--- src/rtl/fir_pkg.sv ---
// Shared definitions for the sequential FIR MAC: FSM state encoding and
// the accumulator width rule.
package fir_pkg;

  typedef logic [1:0] state_t;

  localparam state_t IDLE = 2'd0;
  localparam state_t MAC  = 2'd1;
  localparam state_t DONE = 2'd2;

  // Accumulator width that holds TAPS full-scale products without overflow.
  function automatic int acc_width(input int dw, input int cw, input int taps);
    return dw + cw + $clog2(taps);
  endfunction

endpackage

--- src/rtl/fir_mul.sv ---
// Combinational unsigned DATA_W x COEF_W multiplier shared by all taps.
module fir_mul #(
  parameter int DATA_W = 4,
  parameter int COEF_W = 4
) (
  input  logic [DATA_W-1:0]        a,
  input  logic [COEF_W-1:0]        b,
  output logic [DATA_W+COEF_W-1:0] p
);

  localparam int PW = DATA_W + COEF_W;

  assign p = PW'(a) * PW'(b);

endmodule

--- src/rtl/fir_mac_seq.sv ---
// Sequential FIR filter: one product per cycle through a single shared
// multiplier, IDLE -> MAC -> DONE handshake FSM.
// Optional build macro FIR_MAC_SAT_EN: saturate the result to OUT_W bits
// instead of wrapping.
module fir_mac_seq
  import fir_pkg::*;
#(
  parameter int DATA_W = 4,
  parameter int COEF_W = 4,
  parameter int TAPS   = 4,
  parameter int OUT_W  = 6
) (
  input  logic                     clk,
  input  logic                     rst,
  input  logic [DATA_W-1:0]        in_data,
  input  logic                     in_valid,
  output logic                     in_ready,
  output logic [OUT_W-1:0]         out_data,
  output logic                     out_valid,
  input  logic                     out_ready,
  input  logic                     coef_we,
  input  logic [$clog2(TAPS)-1:0]  coef_addr,
  input  logic [COEF_W-1:0]        coef_data,
  output logic                     coef_ready,
  output logic                     busy
);

  localparam int AW = acc_width(DATA_W, COEF_W, TAPS);
  localparam int IW = $clog2(TAPS);
  localparam int PW = DATA_W + COEF_W;

  state_t                         state;
  logic [IW-1:0]                  idx;
  logic [AW-1:0]                  acc;
  logic [TAPS-1:0][DATA_W-1:0]    x;
  logic [TAPS-1:0][COEF_W-1:0]    coef;
  logic [PW-1:0]                  prod;
  logic [OUT_W-1:0]               res;
  logic                           accept;
  logic                           coef_wr;
  logic                           last;

  assign in_ready   = (state == IDLE);
  assign coef_ready = (state == IDLE);
  assign busy       = (state != IDLE);
  assign accept     = in_valid && in_ready;
  // Addresses beyond TAPS-1 (non power-of-two tap counts) are dropped.
  assign coef_wr    = coef_we && coef_ready && (int'(coef_addr) < TAPS);
  assign last       = (idx == IW'(TAPS - 1));

  fir_mul #(
    .DATA_W (DATA_W),
    .COEF_W (COEF_W)
  ) u_mul (
    .a (x[idx]),
    .b (coef[idx]),
    .p (prod)
  );

`ifdef FIR_MAC_SAT_EN
  localparam int WW = (AW > OUT_W) ? AW : OUT_W;
  logic [WW-1:0] acc_ext;
  logic [WW-1:0] sat_max;

  // Clamp the final sum to the largest OUT_W value.
  always_comb begin
    acc_ext = WW'(acc);
    sat_max = WW'({OUT_W{1'b1}});
    res     = (acc_ext > sat_max) ? sat_max[OUT_W-1:0] : acc_ext[OUT_W-1:0];
  end
`else
  // Keep the low OUT_W bits of the final sum (modular wrap).
  always_comb begin
    res = OUT_W'(acc);
  end
`endif

  // Coefficient file: writable only while idle, so a write in the same
  // cycle as a sample accept is already visible to the MAC pass.
  always_ff @(posedge clk) begin
    if (rst) begin
      coef <= '0;
    end else if (coef_wr) begin
      coef[coef_addr] <= coef_data;
    end
  end

  // Delay line: slot 0 holds the newest sample; shifts only on accept.
  always_ff @(posedge clk) begin
    if (rst) begin
      x <= '0;
    end else if (accept) begin
      x <= {x[TAPS-2:0], in_data};
    end
  end

  // Control FSM and accumulator. DONE spends its first cycle registering
  // the result, then holds out_valid until the consumer takes it.
  always_ff @(posedge clk) begin
    if (rst) begin
      state     <= IDLE;
      idx       <= '0;
      acc       <= '0;
      out_data  <= '0;
      out_valid <= 1'b0;
    end else begin
      case (state)
        IDLE: begin
          if (accept) begin
            acc   <= '0;
            idx   <= '0;
            state <= MAC;
          end
        end
        MAC: begin
          acc <= acc + AW'(prod);
          if (last) begin
            idx   <= '0;
            state <= DONE;
          end else begin
            idx <= idx + IW'(1);
          end
        end
        DONE: begin
          if (!out_valid) begin
            out_data  <= res;
            out_valid <= 1'b1;
          end else if (out_ready) begin
            out_valid <= 1'b0;
            state     <= IDLE;
          end
        end
        default: state <= IDLE;
      endcase
    end
  end

endmodule

--- config.mk ---
export PLATFORM = sky130hd
export DESIGN_NAME = fir_mac_seq
export DESIGN_NICKNAME = d
export VERILOG_FILES = /design/src/rtl/fir_pkg.sv /design/src/rtl/fir_mul.sv /design/src/rtl/fir_mac_seq.sv
export SDC_FILE = /design/constraint.sdc
export NUM_CORES = 1
export LEC_CHECK = 0
export ABC_AREA = 0
export CAP_MARGIN = 20
export CORE_ASPECT_RATIO = 2
export CORE_MARGIN = 8
export CORE_UTILIZATION = 35
export CTS_CLUSTER_SIZE = 40
export DETAILED_ROUTE_END_ITERATION = 12
export DONT_BUFFER_PORTS = 1
export GPL_TIMING_DRIVEN = 0
export PLACE_DENSITY = 0.48
export RECOVER_POWER = 50
export REMOVE_ABC_BUFFERS = 1
export SLEW_MARGIN = 20
export SYNTH_ARGS = -nofsm -noshare
export SYNTH_HDL_FRONTEND = slang
export SYNTH_SLANG_ARGS = --single-unit
--- constraint.sdc ---
create_clock -name clk -period 5.5 [get_ports clk]
set_input_delay 0.55 -clock clk [delete_from_list [all_inputs] [get_ports clk]]
set_output_delay 0.55 -clock clk [all_outputs]
set_load 0.03 [all_outputs]
==> results of run 1 <==
## state kept, by name, summed over array words and instances (netlist names)
name       cells
coef          16
idx            2
out_data       6
out_valid      1
state          2
x             16
acc            6
## worst paths after layout
path	depth (start not counted)	endpoint	slack [ns]	start
min reg2reg	2	x[13]	0.45	x[13]
min	1	out_valid	0.32	rst
max	12	acc[5]	0.83	idx[0]
max reg2reg	12	acc[5]	0.83	idx[0]
## power groups by stage
stage                     Combinational, mW  Sequential (mW)  Clock (mW)
after floorplan                      0.0408            0.378           0
after global placement               0.0514            0.381           0
after detailed placement             0.0518            0.381           0
after CTS                            0.0519            0.373       0.318
after global routing                 0.0573            0.374       0.329
final                                0.0503            0.372       0.305
## metal layers
metal / vias up / share of wire, % / global-route usage [%]
met5: - / 0 / 0
met3: 8 / 4.5 / 3.49
met2: 23 / 55 / 21.1
met4: 0 / 2.3 / 6.14
li1: 905 / - / -
met1: 861 / 38 / 11.9
## per-stage QoR
| step | setup slack (ns) | cells | hold slack (ns) | util (%) | cell area, µm² |
|---|---|---|---|---|---|
| finish | 0.825 | 356 | 0.316 | 38.5 | 2670 |
| global route | 0.578 | 356 | 0.310 | 38.5 | 2670 |
| CTS | 0.775 | 356 | 0.307 | 38.6 | 2680 |
| detailed placement | 0.805 | 348 | 0.440 | 36.6 | 2540 |
| global placement | 0.830 | 348 | 0.432 | 36.6 | 2540 |
| floorplan | 1.19 | 258 | 0.426 | - | 2430 |
## cell usage after synthesis, types with 5 or more instances
cell,number
nand2_1,52
dfxtp_1,49
a21oi_1,28
nor2_1,26
mux2i_1,18
inv_1,14
clkbuf_1,11
ha_1,11
fa_1,7
and2_1,6
nand3_1,5
o21ai_0,5
## cells in the final DEF, fill, tap and decap left out, types with 4 or more instances in the layout
| cell | synthesis | routed |
|---|---|---|
| fa_1 | 7 | 7 |
| mux4_1 | 4 | 4 |
| a21oi_1 | 28 | 28 |
| ha_1 | 11 | 11 |
| o21ai_0 | 5 | 5 |
| inv_1 | 14 | 14 |
| xnor2_1 | 4 | 4 |
| mux4_2 | 4 | 4 |
| clkbuf_16 | 0 | 5 |
| nor2_1 | 26 | 27 |
| nand3_1 | 5 | 5 |
| nand2_1 | 52 | 52 |
| dfxtp_1 | 49 | 49 |
| and2_1 | 6 | 6 |
| mux2i_1 | 18 | 18 |
## kinds of logic (layout without fill, tap and decap cells)
group / Yosys count / after routing / share of synthesized area, %
flops: 49 / 49 / 39.3
xor+xnor: 5 / 5 / 1.75
compound gates: 40 / 40 / 8.87
buf+inv: 29 / 22 / 4.81
simple gates: 106 / 106 / 19.1
fa+ha+maj: 18 / 18 / 11.1
mux: 26 / 26 / 15.0
## final cells by class
| type | count | area (µm²) | share of cell area [%] |
|---|---|---|---|
| Multi-Input combinational cell | 195 | 1390 | 51.9 |
| Clock inverter | 1 | 7.51 | 0.281 |
| Tap cell | 90 | 113 | 4.21 |
| Clock buffer | 7 | 133 | 4.96 |
| Sequential cell | 49 | 981 | 36.7 |
| Inverter | 14 | 52.6 | 1.97 |
## worst max-delay path, cell delays in order (launching register included)
cell       delay (ns)
dfxtp_1          0.72
mux4_1           0.75
nand2_1          0.12
fa_1             0.44
fa_1             0.51
fa_1             0.51
inv_1            0.04
ha_1             0.32
nor2b_1          0.15
o21a_1           0.19
or3_4            0.37
a2111oi_2        0.35
nand3b_1         0.14
==> reports/results.tsv, run 1 <==
stage	metric	value	unit
global_routing	GRT Overall Usage	11.9	%
floorplanning	Top Ports	25	
run_status	status	complete, but fails checks	
synthesis	Synth cell types	33	
sta	worst-margin pin slew	1.62	ns
clocking	CTS tree	yes	
synthesis	Avg Cell Area, Syn	9.14	µm²
floorplanning	Die Ht	135	µm
global_routing	GRT overflow	0	
global_routing	initial antenna violation count	0	
routing	WL final	5360	µm
layout	area grow syn2layout	7.12	%
power_and_ir_drop	total net switching power	0.177	mW
synthesis	synth top area cells	dfxtp_1, nand2_1, mux2i_1	
clocking	CTS sink cnt	49	
sta	final worst-path cycle share	85.0	%
sta	RSZ-0062 raised after global routing	no	
synthesis	Main synth FF type	dfxtp_1	
power_and_ir_drop	clock network power share	41.9	%
placed_design	gpl congestion	0.748	
sta	Setup TNS Final	0	ns
sta	fin. max-slew vios	8	
synthesis	sequential area share after synthesis	39.3	%
synthesis	area of the mapped netlist	0.00250	mm²
floorplanning	full die area	0.0103	mm²
clocking	insertion delay to the later sink of the worst-skew pair	0.30	ns
power_and_ir_drop	combinational power share	6.9	%
placed_design	number of I/O port buffers	0	
routing	DR DRC count	0	
layout	ratio of cells with drive above 1 in the final layout	5.26	%
floorplanning	core area	0.00694	mm²
power_and_ir_drop	pwr/cell area	272	mW/mm²
worst_setup_path	critical path launch point type	flip-flop	
sta	Clock Skews	0.00737	ns
worst_setup_path	Max FO, Critical Path	11	
power_and_ir_drop	Sw Share	24.3	%
worst_hold_path	min-delay worst type	primary input to flip-flop	
clocking	post-CTS setup buffer count	0	
global_routing	number of global-route vias before repair	1839	
power_and_ir_drop	sequential cell fraction of total power	51.2	%
routing	DR vias/cell	5.05	
clocking	Clock Tree Root	clkbuf_16	
sta	number of hold violations in the final report	0	
routing	DR pass1 iterations	4	
worst_setup_path	worst path required time	5.73	ns
clocking	Num CTS Buffers	5	
placed_design	Final HPWL DP	3840	µm
power_and_ir_drop	maximum VDD drop	0.131	mV
sta	achievable frequency	0.214	GHz
worst_setup_path	WS Path Type	flip-flop to flip-flop	
power_and_ir_drop	total chip power	0.727	mW
synthesis	Post-synth EDFFs	0	
routing	via count	1797	
clocking	Clock Path Buffers	2	
floorplanning	Initial Util	36.0	%
synthesis	fraction of registers with async set or reset after synthesis	0	%
layout	n_diodes	0	
synthesis	Ys Warns	0	
sta	max_slew headroom	-8.35	%
synthesis	Synth Instances	273	
floorplanning	Site Rows	43	
power_and_ir_drop	Leak	1.03	nW
floorplanning	die width	75.7	µm
global_routing	largest net degree at the start of global routing	52	
run_status	failing checks	max-capacitance violations, max-slew violations	
synthesis	post-synth top area cell	dfxtp_1	
sta	minimum clock period	4.67	ns
power_and_ir_drop	Pint	0.551	mW
clocking	CTS Hold Buffers Added	0	
routing	drt wl/cell	15.0	µm
global_routing	first-pass GRT wire length	9140	µm
worst_setup_path	Worst Setup End Kind	flip-flop	
sta	Setup-failing EPs final	0	
synthesis	post-synthesis register bit count	49	
layout	FILL cells	682	
synthesis	Synth top area share	39.3	%
worst_setup_path	Worst Path Arrival	4.91	ns
routing	Routed Antenna Nets	0	
clocking	H-tree Lvls	2	
clocking	cts repair resizes	0	
routing	initial detailed-routing violation count	122	
flow_run	Max Cap Viol	1	
layout	Nets	298	
clocking	Reg clk slew, reported paths	0.07	ns
Note: power is estimated with default switching activity, not from simulation.
==> run 2, diff against run 1 <==
--- a/config.mk
+++ b/config.mk
@@ -14,7 +14,7 @@
 export DETAILED_ROUTE_END_ITERATION = 12
 export DONT_BUFFER_PORTS = 1
 export GPL_TIMING_DRIVEN = 0
-export PLACE_DENSITY = 0.48
+export PLACE_DENSITY = 0.5
 export RECOVER_POWER = 50
 export REMOVE_ABC_BUFFERS = 1
 export SLEW_MARGIN = 20
==> constraint.sdc (replaced) <==
create_clock -name clk -period 3.8 [get_ports clk]
set_input_delay 0.38 -clock clk [delete_from_list [all_inputs] [get_ports clk]]
set_output_delay 0.38 -clock clk [all_outputs]
set_load 0.03 [all_outputs]
==> reports/results.tsv, run 2 (synthesized netlist as in run 1, its figures left out) <==
stage	metric	value	unit	change
layout	Top Registers	coef: 16 flops, x: 16 flops		
worst_setup_path	Worst Setup End Kind	flip-flop		
clocking	CTS tree	yes		
placed_design	Area after DPL	0.00254	mm²	unchanged
layout	Nets	304		+2.0%
routing	via count	1826		+1.6%
layout	ratio of cells with drive above 1 in the final layout	11.8	%	+6.5 points
floorplanning	Site Rows	43		unchanged
routing	drt wl/cell	15.8	µm	+4.8%
floorplanning	Initial Util	36.0	%	unchanged
worst_setup_path	Critical-path top delay cell	mux4_2		
floorplanning	die width	75.7	µm	unchanged
global_routing	GR Layer Usage met1	11.8	%	-0.13 points
clocking	CTS sink cnt	49		unchanged
sta	Clock Skews	0.00444	ns	-0.00293 ns
worst_setup_path	Most common cell on crit path	fa_1		
global_routing	met2 Track Usage GR	23.7	%	+2.7 points
power_and_ir_drop	total chip power	1.14	mW	+57%
global_routing	GRT Overall Usage	12.5	%	+0.55 points
routing	initial detailed-routing violation count	59		-52%
worst_setup_path	Worst Path Arrival	4.23	ns	-0.68 ns
global_routing	largest net degree at the start of global routing	52		unchanged
sta	Setup-failing EPs final	1		+1
worst_hold_path	min-delay worst type	primary input to flip-flop		
power_and_ir_drop	maximum VDD drop	0.332	mV	+150%
placed_design	post-placement cell count	348		unchanged
layout	area grow syn2layout	11.9	%	
clocking	Clock Path Buffers	2		unchanged
sta	number of hold violations in the final report	0		unchanged
worst_setup_path	WS Path Type	flip-flop to flip-flop		
global_routing	gr busiest metal	met2		
clocking	insertion delay to the later sink of the worst-skew pair	0.29	ns	about the same
clocking	CTS Hold Buffers Added	0		unchanged
power_and_ir_drop	Leak	1.07	nW	+3.4%
worst_setup_path	worst path required time	4.03	ns	-1.70 ns
routing	DR vias/cell	5.04		about the same
worst_setup_path	ordered cell list for the critical path	mux4_2 -> nand2_2 -> fa_1 -> fa_1 -> fa_1 -> inv_2 -> ha_4 -> nor2b_4 -> o21a_1 -> or3_4 -> a2111oi_4 -> nand3b_1		
flow_run	Max Cap Viol	0		-1
global_routing	grt met3 use	3.04	%	-0.45 points
sta	minimum clock period	4.01	ns	-0.669 ns
routing	Routed Antenna Nets	0		unchanged
power_and_ir_drop	pwr/cell area	408	mW/mm²	+50%
floorplanning	core area	0.00694	mm²	unchanged
placed_design	gpl congestion	0.749		+0.12%
worst_setup_path	CP top delay family	adder cells		
clocking	Reg clk slew, reported paths	0.07	ns	about the same
layout	FILL cells	699		+2.5%
floorplanning	Top Ports	25		unchanged
clocking	Num CTS Buffers	5		unchanged
routing	WL final	5710	µm	+6.6%
floorplanning	Die Ht	135	µm	unchanged
worst_setup_path	Buf/Inv on CP	1		unchanged
run_status	status	complete, but fails checks		
worst_setup_path	critical path launch point type	flip-flop		
floorplanning	full die area	0.0103	mm²	unchanged
placed_design	number of I/O port buffers	0		unchanged
layout	cell area after layout	0.00279	mm²	+4.5%
sta	fin. max-slew vios	0		-8
sta	RSZ-0062 raised after global routing	yes		
sta	final setup margin	-0.206	ns	-1.03 ns
layout	fin cells	362		+1.7%
routing	DR DRC count	0		unchanged
sta	max_slew headroom	38.8	%	+47 points
sta	worst-margin pin slew	0.916	ns	-0.704 ns
routing	DR pass1 iterations	4		unchanged
global_routing	GRT overflow	0		unchanged
global_routing	first-pass GRT wire length	9720	µm	+6.3%
run_status	failing checks	negative setup slack		
global_routing	initial antenna violation count	0		unchanged
sta	final worst-path cycle share	105	%	+20 points
layout	most common cell after layout, fill and taps aside	nand2_1		
layout	Multi-input gate area	0.00142	mm²	+2.4%
worst_setup_path	CP max stage delay	0.58	ns	-0.17 ns
global_routing	number of global-route vias before repair	1978		+7.6%
layout	sequential cell area	986	µm²	+0.51%
clocking	Clock Tree Root	clkbuf_16		
layout	most frequent cells in the layout	nand2_1, dfxtp_1, a21oi_1		
layout	n_diodes	0		unchanged
clocking	H-tree Lvls	2		unchanged
worst_setup_path	Max FO, Critical Path	8		-3
placed_design	Final HPWL DP	3980	µm	+3.7%
sta	achievable frequency	0.250	GHz	+17%
[run 2: cell types whose count changed in the layout (fill, tap and decap cells not counted), sizes merged]
cell      change
buf           +6
bufinv        +1
clkinvlp      -1
[run 2: final cells by class]
class                      count  area share [%]
inverter                      14            1.88
clock inverter                 1            1.07
sequential                    49            35.3
tap                           90            4.03
clock buffer                   7            5.11
timing repair buffer           6            1.75
multi-input combinational    195            50.9
[run 2: repair_timing]
item	in CTS	in global routing
pin swaps	9	0
gates resized for setup	14	0
hold endpoints to repair	0	0
buffers inserted	6	0
cloned	0	0
endpoints found under the setup margin	3	1
[run 2: report_power, final]
group	leakage (nW)	internal [mW]	switching, mW
sequential	0.398	0.526	0.0124
clock	0.0841	0.329	0.189
combinational	0.584	0.0334	0.0510
total	1.07	0.889	0.253
[run 2: metal layers]
| layer | part of all wire (%) | vias to the layer above |
|---|---|---|
| li1 | - | 907 |
| met5 | 0 | - |
| met1 | 37 | 891 |
| met2 | 57 | 22 |
| met3 | 3.5 | 6 |
| met4 | 2.0 | 0 |
[run 2: per-stage QoR]
stage | setup slack, ns | setup TNS (ns) | hold slack [ns] | utilization, %
6_report | -0.206 | -0.206 | 0.151 | 40.3
5_1_grt | -0.345 | -0.345 | 0.138 | 40.3
4_1_cts | -0.237 | -0.237 | 0.147 | 40.3
3_5_place_dp | -0.915 | -1.41 | 0.446 | 36.6
3_3_place_gp | -0.850 | -1.21 | 0.432 | 36.6
2_1_floorplan | -0.506 | -0.506 | 0.426 | -
[run 2: path summary, 6_finish.rpt]
check | start | cells past startpoint | to | slack, ns
setup / recovery | idx[0] | 12 | acc[5] | -0.21
setup reg to reg | idx[0] | 12 | acc[5] | -0.21
hold / removal | rst | 1 | state[1] | 0.15
hold reg to reg | x[14] | 2 | x[14] | 0.45
==> run 3, diff against run 2 <==
--- a/config.mk
+++ b/config.mk
@@ -10,6 +10,7 @@
 export CORE_ASPECT_RATIO = 2
 export CORE_MARGIN = 8
 export CORE_UTILIZATION = 35
+export CTS_CLUSTER_DIAMETER = 120
 export CTS_CLUSTER_SIZE = 40
 export DETAILED_ROUTE_END_ITERATION = 12
 export DONT_BUFFER_PORTS = 1
==> results of run 3 <==
Final layout, timing and power as in run 2 (identical DEF).
